<file path="src/rtl/uart_pkg.sv">
// ----------------------------------------------------------------------------
// uart_pkg
// Definitions shared by the UART receiver and transmitter:
//   - uart_state_e : receive FSM state encoding
//   - CntWidth     : width of the bit-period counter
//   - clks_per_bit : clock cycles per serial bit, CLK_HZ / BAUD (truncating)
//   - half_bit     : half of clks_per_bit, used to reach the start-bit centre
// ----------------------------------------------------------------------------
package uart_pkg;

    typedef enum logic [2:0] {
        StIdle     = 3'd0,
        StStart    = 3'd1,
        StData     = 3'd2,
        StStop     = 3'd3,
        StWaitHigh = 3'd4
    } uart_state_e;

    localparam int unsigned CntWidth = 16;

    // Integer division truncates; any residual baud error must stay well
    // inside half a bit over one frame.
    function automatic int unsigned clks_per_bit(input int unsigned clk_hz,
                                                 input int unsigned baud);
        return clk_hz / baud;
    endfunction

    function automatic int unsigned half_bit(input int unsigned clk_hz,
                                             input int unsigned baud);
        return clks_per_bit(clk_hz, baud) / 2;
    endfunction

endpackage

</file>
<file path="src/rtl/sync_2ff.sv">
// ----------------------------------------------------------------------------
// sync_2ff
// Two-flop synchronizer for an asynchronous input.
// Parameters:
//   Width    : number of independent bits synchronized
//   ResetVal : value both flop stages take while rst_n is low
// Ports:
//   clk   : clock, rising edge
//   rst_n : asynchronous active-low reset
//   d_i   : asynchronous input
//   q_o   : synchronized output, two cycles behind d_i
// ----------------------------------------------------------------------------
module sync_2ff #(
    parameter int unsigned      Width    = 1,
    parameter logic [Width-1:0] ResetVal = '1
) (
    input  logic             clk,
    input  logic             rst_n,
    input  logic [Width-1:0] d_i,
    output logic [Width-1:0] q_o
);

    logic [Width-1:0] meta_q;
    logic [Width-1:0] sync_q;

    always_ff @(posedge clk or negedge rst_n) begin
        if (!rst_n) begin
            meta_q <= ResetVal;
            sync_q <= ResetVal;
        end else begin
            meta_q <= d_i;
            sync_q <= meta_q;
        end
    end

    assign q_o = sync_q;

endmodule

</file>
<file path="src/rtl/uart_rx.sv">
// ----------------------------------------------------------------------------
// uart_rx
// 8N1 UART receiver. The line is synchronized, a start bit is qualified at
// its centre, data bits are sampled LSB first at bit centres and the stop
// bit decides between a data update and a framing error.
// Parameters:
//   CLK_HZ : clk frequency in Hz
//   BAUD   : serial bit rate
// Ports:
//   clk       : clock, rising edge
//   rst_n     : asynchronous active-low reset
//   rx        : asynchronous serial line, idle high
//   data      : last correctly framed byte, held until the next one
//   valid     : one-cycle pulse when data is updated
//   frame_err : one-cycle pulse when the stop bit samples low
//   busy      : high whenever the receiver is not idle
// ----------------------------------------------------------------------------
module uart_rx
    import uart_pkg::*;
#(
    parameter int unsigned CLK_HZ = 100_000_000,
    parameter int unsigned BAUD   = 115200
) (
    input  logic       clk,
    input  logic       rst_n,
    input  logic       rx,
    output logic [7:0] data,
    output logic       valid,
    output logic       frame_err,
    output logic       busy
);

    localparam int unsigned ClksPerBit = clks_per_bit(CLK_HZ, BAUD);
    localparam int unsigned HalfBit    = half_bit(CLK_HZ, BAUD);

    localparam logic [CntWidth-1:0] BitLast  = CntWidth'(ClksPerBit - 1);
    localparam logic [CntWidth-1:0] HalfLast = CntWidth'(HalfBit - 1);

    if (ClksPerBit < 4 || ClksPerBit > 65535) begin : g_bad_clks_per_bit
        $error("uart_rx: CLK_HZ / BAUD must lie in [4, 65535]");
    end

    logic                rx_s;
    uart_state_e         state_q;
    logic [CntWidth-1:0] cnt_q;
    logic [2:0]          idx_q;
    logic [7:0]          shift_q;
    logic [7:0]          data_q;
    logic                valid_q;
    logic                frame_err_q;

    sync_2ff #(
        .Width    (1),
        .ResetVal (1'b1)
    ) u_sync_rx (
        .clk   (clk),
        .rst_n (rst_n),
        .d_i   (rx),
        .q_o   (rx_s)
    );

    // Single registered FSM; the pulses default low every cycle so each
    // assignment below lasts exactly one clock.
    always_ff @(posedge clk or negedge rst_n) begin
        if (!rst_n) begin
            state_q     <= StIdle;
            cnt_q       <= '0;
            idx_q       <= '0;
            shift_q     <= '0;
            data_q      <= '0;
            valid_q     <= 1'b0;
            frame_err_q <= 1'b0;
        end else begin
            valid_q     <= 1'b0;
            frame_err_q <= 1'b0;
            cnt_q       <= cnt_q + 1'b1;

            case (state_q)
                StIdle: begin
                    // Also taken the cycle after a valid pulse, so back-to-back
                    // frames need no idle gap.
                    if (!rx_s) begin
                        state_q <= StStart;
                        cnt_q   <= '0;
                    end
                end

                StStart: begin
                    if (cnt_q == HalfLast) begin
                        cnt_q <= '0;
                        if (!rx_s) begin
                            state_q <= StData;
                            idx_q   <= '0;
                        end else begin
                            // Line went high again before mid-bit: a glitch.
                            state_q <= StIdle;
                        end
                    end
                end

                StData: begin
                    if (cnt_q == BitLast) begin
                        cnt_q   <= '0;
                        shift_q <= {rx_s, shift_q[7:1]};
                        idx_q   <= idx_q + 1'b1;
                        if (idx_q == 3'd7) begin
                            state_q <= StStop;
                        end
                    end
                end

                StStop: begin
                    if (cnt_q == BitLast) begin
                        cnt_q <= '0;
                        if (rx_s) begin
                            data_q  <= shift_q;
                            valid_q <= 1'b1;
                            state_q <= StIdle;
                        end else begin
                            frame_err_q <= 1'b1;
                            state_q     <= StWaitHigh;
                        end
                    end
                end

                StWaitHigh: begin
                    // Absorbs a held-low break so it reports one error only.
                    if (rx_s) begin
                        state_q <= StIdle;
                        cnt_q   <= '0;
                    end
                end

                default: begin
                    state_q <= StIdle;
                    cnt_q   <= '0;
                end
            endcase
        end
    end

    assign data      = data_q;
    assign valid     = valid_q;
    assign frame_err = frame_err_q;
    assign busy      = (state_q != StIdle);

endmodule

</file>
<file path="config.mk">
export PLATFORM = sky130hd
export DESIGN_NAME = uart_rx
export DESIGN_NICKNAME = d
export VERILOG_FILES = /design/src/rtl/uart_pkg.sv /design/src/rtl/sync_2ff.sv /design/src/rtl/uart_rx.sv
export SDC_FILE = /design/constraint.sdc
export NUM_CORES = 1
export LEC_CHECK = 0
export ABC_AREA = 1
export CORE_MARGIN = 2
export CORE_UTILIZATION = 45
export CTS_BUF_LIST = sky130_fd_sc_hd__clkbuf_2
export DETAILED_ROUTE_END_ITERATION = 6
export GPL_TIMING_DRIVEN = 0
export PLACE_DENSITY_LB_ADDON = 0.25
export SLEW_MARGIN = 20
export SYNTH_ARGS = -nofsm -noshare
export SYNTH_HDL_FRONTEND = slang
export SYNTH_SLANG_ARGS = --single-unit
</file>
<file path="constraint.sdc">
create_clock -name clk -period 1.65 [get_ports clk]
set_input_delay 0.33 -clock clk [delete_from_list [all_inputs] [get_ports clk]]
set_output_delay 0.33 -clock clk [all_outputs]
set_load 0.05 [all_outputs]
</file>
# Word level (Yosys, flattened, before mapping)
# Cells that the tools add are included.
# totals
latchBits,0
wordCells,57
n_memories,0
output_inout_bits,11
ff_bits,42
ramBits,0
in_bits,3
mem_bits_ro,0
# op_classes
reduce_logical,8
n_eq_ne,14
mul,0
muxes,24
bitwise,0
div_mod_pow,0
magnitude_cmp,0
n_shift,0
addsub,2
# ops
op,count
$mux 16,4
$pmux 16 s4,1
$mux 3,10
$add 16x1->16 const B,1
$eq 16x10->1 const B,1
$eq 16x9->1 const B,1
$pmux 3 s5,1
$ne 2x2->1 const B,6
$eq 3x2->1 const B,2
$eq 3x3->1 const B,2
$mux 1,6
$pmux 3 s2,1
$reduce_and 6->1,1
$reduce_and 4->1,1
$add 3x1->3 const B,1
$eq 3x1->1 const B,1
$logic_not 3->1,1
$reduce_and 3->1,1
$reduce_bool 3->1,1
$mux 2,1
$ne 2x1->1 const B,1
$reduce_and 2->1,1
$reduce_bool 2->1,1
$reduce_or 2->1,1

# Depth between registers and ports, before layout
# logic_depth
ltp_word,4
depth_mapped,10
mapped_depth_nobuf,10

# By module
# Synthesis repeated with hierarchy kept, for this count alone.
# hier_totals
hier_cells,261
hier_area_um2,2252.2
# by_module_without_submodules
module,cells_each,area_per_inst_um2,seq_area_each_um2,n_inst
uart_rx,259,2199.6,1001.0,1
sync_2ff,2,52.6,52.6,1

# Worst setup path before layout
# OpenSTA, ideal clock, no wires.
# synth_timing
path_type,register to register
start,register cnt_q[0]
end,register cnt_q[6]
setup_ns,0.122
path_buffers,1
period_less_slack_ns,1.490
arrival_ns,1.368
t_required_ns,1.528
path_slack_ns,0.160
path_stages_with_launch,10
path_cell_list,dfrtp_1 > ha_1 > nand3_1 > nor2_2 > nand2_2 > nand2_2 > nand2_2 > nor2_4 > buf_12 > nor2_2
# synth_via
elab_chain_cells,3
elab_cells_between_ends,8
classes_between,add/sub: 1; eq/ne: 2; mux: 5
# synth_rtl
item,line,rtl
start: declaration,uart_rx.sv:45,logic [CntWidth-1:0] cnt_q;
start signal: assignment,uart_rx.sv:76,cnt_q <= cnt_q + 1'b1;
"$add 16x1->16, or another cell as far along",uart_rx.sv:76,
$mux 16 (on tied branches),--,
$pmux 16 s4 (*),uart_rx.sv:78,case (state_q)
# Mark *: on every way between the ends. The rest lies on a longest branch, timed or not.
# A chain may end at the register's enable or synchronous reset.

# Worst setup path after layout
# layout_timing
start,register cnt_q[1]
end,register cnt_q[14]
# Same word-level chain as after synthesis.

==> impl_metrics.json <==
{
  "post_drt_wl_per_cell_um": 12.5,
  "crit_start": "cnt_q[1]$_DFF_PN0_",
  "min_path_type": "primary input to flop",
  "arrival_ps": 2000,
  "clock_latency_ps": 420,
  "finalNetCount": 307,
  "syn_inst": 268,
  "use_met3": 0.0288,
  "gr-total-overflow": 0,
  "cts.clk_slew.worst_paths_ps": 230,
  "die_h_um": 73.9,
  "period_share": 1.02,
  "setup_viol": 13,
  "p_leak_nw": 1.26,
  "fin_skew_ps": 23.6,
  "io_buffer_count": 13,
  "initial_utilization": 0.465,
  "synth-seq-cells": 42,
  "max_slew_margin": 0.698,
  "fmax_mhz": 596,
  "syn2layout_area_growth_pct": 25.2,
  "postLayoutCellArea_um2": 2750,
  "failed_checks": "negative setup slack",
  "routabilityCongestion": 0.849,
  "cts.sinks": 42,
  "n_antenna_cell": 0,
  "core_area_um2": 4720,
  "die_area_um2": 5450,
  "crit_path_end": "cnt_q[14]$_DFF_PN0_",
  "end_kind": "flop",
  "htreeDepth": 2,
  "synthesis.nets": 275,
  "tightest_slew_ps": 449,
  "ant_nets": 0,
  "path_class": "flop to flop",
  "cts_buffers": 5,
  "grtUsageMet2": 0.279,
  "finalMaxSlewViolations": 0,
  "first_iter_violations": 133,
  "outcome": "finished with violations",
  "drive_above_1_share": 0.352,
  "clk_path_buf_depth": 2,
  "cts_tree": "yes",
  "route.detailed.drc": 0,
  "grt_pass1_vias": 1636,
  "seq_area_frac_synth": 0.480,
  "synth_top_area_cell": "dfrtp_1",
  "grt_max_degree": 32,
  "timing_hold_violations_final": 0,
  "dpl.hpwl_um": 3090,
  "yosysUniqueCellTypes": 31,
  "crit_required_ps": 1980,
  "antenna_found_initial": 0,
  "num_rows": 25,
  "reg2reg_from": "cnt_q[1]$_DFF_PN0_",
  "viasPerCell": 4.90,
  "ys_warn_count": 0,
  "fillerInstances": 438,
  "cts-root-buf": "clkbuf_2",
  "fin_crit_ps": 1680,
  "grt_busiest_layer": "met2",
  "r2r_end": "cnt_q[14]$_DFF_PN0_",
  "synth_top_area_share": 0.456,
  "rsz0062_at_grt": "true",
  "maxCapViolCount": 0,
  "start_kind": "flop",
  "grt_pass1_wl_um": 7420,
  "r2r_cells": 10,
  "vdd_drop_max_uv": 380,
  "dieWidth_um": 73.9,
  "worstPathMaxFanout": 10,
  "power_density_nw_per_um2": 616,
  "ioPinCount": 14,
  "grt_use_total": 0.179,
  "dpl.cell_count": 349,
  "syn_area_per_cell_um2": 8.19,
  "yosys-top-cells-area": "dfrtp_1, nand2_1, nand3_1",
  "stdcell_count": 368,
  "via_count": 1803,
  "wl_um": 4610,
  "finalWorstSetupSlack_ps": -27.5,
  "synth_area_um2": 2200,
  "first_pass_iters": 4,
  "grt_use_met1": 0.248,
  "rrSetupSlack_ps": -30,
  "placedInstanceArea_um2": 2420
}
worst min path at each step:
stage                                           from  depth (start not counted)                    endpoint  slack (ps)
after floorplan                                rst_n                          0          cnt_q[0]$_DFF_PN0_          30
after global placement    u_sync_rx.meta_q$_DFF_PN1_                          0     u_sync_rx.q_o$_DFF_PN1_         350
after detailed placement                       rst_n                          1          cnt_q[9]$_DFF_PN0_         250
after CTS                                         rx                          1  u_sync_rx.meta_q$_DFF_PN1_         270
after global routing                              rx                          1  u_sync_rx.meta_q$_DFF_PN1_         260
final                                             rx                          1  u_sync_rx.meta_q$_DFF_PN1_         270
cell usage after synthesis:
| cell | number |
|---|---|
| nand2_1 | 67 |
| dfrtp_1 | 40 |
| inv_1 | 30 |
| nor2_1 | 27 |
| nand3_1 | 24 |
| nor2_2 | 11 |
| o21ai_0 | 10 |
| nand2_2 | 8 |
| o21ai_2 | 8 |
| o21ai_1 | 7 |
| ha_1 | 4 |
| nand4_1 | 4 |
| nor3_1 | 4 |
| inv_2 | 3 |
| a21o_1 | 2 |
| buf_6 | 2 |
| dfstp_2 | 2 |
| or2_2 | 2 |
| a21boi_0 | 1 |
| a21oi_1 | 1 |
| a31o_2 | 1 |
| buf_12 | 1 |
| buf_2 | 1 |
| clkinv_2 | 1 |
| nand3_4 | 1 |
| nand3b_1 | 1 |
| nor2_4 | 1 |
| nor3_4 | 1 |
| o211ai_1 | 1 |
| o21a_1 | 1 |
| o21bai_1 | 1 |
sequential cells by signal, indices dropped and copies added (netlist names):
register,count
u_sync_rx.meta_q,1
data,8
u_sync_rx.q_o,1
cnt_q,16
idx_q,3
frame_err,1
shift_q,8
valid,1
state_q,3
critical path, cell delays in order, from the launching register on:
cell,delay (ps)
dfrtp_1,450
inv_1,70
ha_2,170
nand3_2,80
nor2_2,130
nand2_1,110
nand2_2,110
nand2_2,80
nor2_4,180
buf_12,180
nor2_2,40
power breakdown:
part	switching (mW)	internal [mW]	total, mW
sequential	0.00203	1.04	1.04
clock	0.357	0.262	0.619
combinational	0.0260	0.0111	0.0371
area by class of cell:
type	instances	area, um2	area share
sequential	42	1060	0.384
clock buffer	6	30.0	0.0109
buffer	4	60.1	0.0218
multi-input combinational	188	1080	0.394
timing repair buffer	25	269	0.0978
clock inverter	2	37.5	0.0136
tap	67	83.8	0.0305
inverter	34	129	0.0469
through the flow:
stage	util	worst slack, ps	hold WS [ps]	TNS [ps]	total power, mW
2_1_floorplan	-	160	34.4	0	1.06
3_3_place_gp	0.510	-909	346	-37690	1.09
3_5_place_dp	0.513	-216	246	-483	1.09
4_1_cts	0.540	-157	266	-157	1.70
5_1_grt	0.582	-108	265	-1760	1.74
6_report	0.582	-27.5	274	-209	1.69
logic make-up after synthesis:
group	count (synthesis)	synth area share
AND/OR/NAND/NOR	151	0.320
flip-flops	42	0.480
buffers and inverters	38	0.0803
AO/OA/AOI/OAI	33	0.0974
adder cells (fa/ha/maj)	4	0.0228
placed cells by master (no fill, tap or decap), types with 2 or more instances in the layout:
| cell type | synthesis | final |
|---|---|---|
| a21o_1 | 2 | 2 |
| nand2_1 | 67 | 59 |
| nand4_1 | 4 | 4 |
| ha_1 | 4 | 2 |
| nand2_2 | 8 | 14 |
| o21ai_1 | 7 | 3 |
| buf_12 | 1 | 4 |
| nor2_1 | 27 | 18 |
| inv_2 | 3 | 6 |
| o21ai_2 | 8 | 13 |
| nor2_4 | 1 | 5 |
| inv_1 | 30 | 27 |
| dfrtp_1 | 40 | 38 |
| nand3_4 | 1 | 2 |
| nor3_1 | 4 | 4 |
| dfstp_2 | 2 | 2 |
| nand3_1 | 24 | 21 |
| dfrtp_2 | 0 | 2 |
| ha_2 | 0 | 2 |
| buf_2 | 1 | 2 |
| buf_6 | 2 | 3 |
| clkbuf_2 | 0 | 8 |
| nand3_2 | 0 | 2 |
| nand2_4 | 0 | 2 |
| or2_2 | 2 | 2 |
| buf_4 | 0 | 6 |
| o21ai_0 | 10 | 9 |
| nor2_2 | 11 | 16 |
| clkdlybuf4s15_2 | 0 | 8 |
layer usage:
layer  up-vias  part of all wire
li1        919                 -
met3         7             0.023
met4         0             0.014
met1       856              0.48
met5         -                 0
met2        21              0.49
what timing repair did:
| action | in CTS | in global routing |
|---|---|---|
| pin swaps | 1 | 8 |
| endpoints found under the hold margin | 11 | 0 |
| buffers inserted | 3 | 6 |
| hold buffers | 1 | 0 |
| endpoints found under the setup margin | 23 | 39 |
| resized for setup | 35 | 47 |
| cloned | 0 | 1 |
Power figures use the tool's default switching activity.
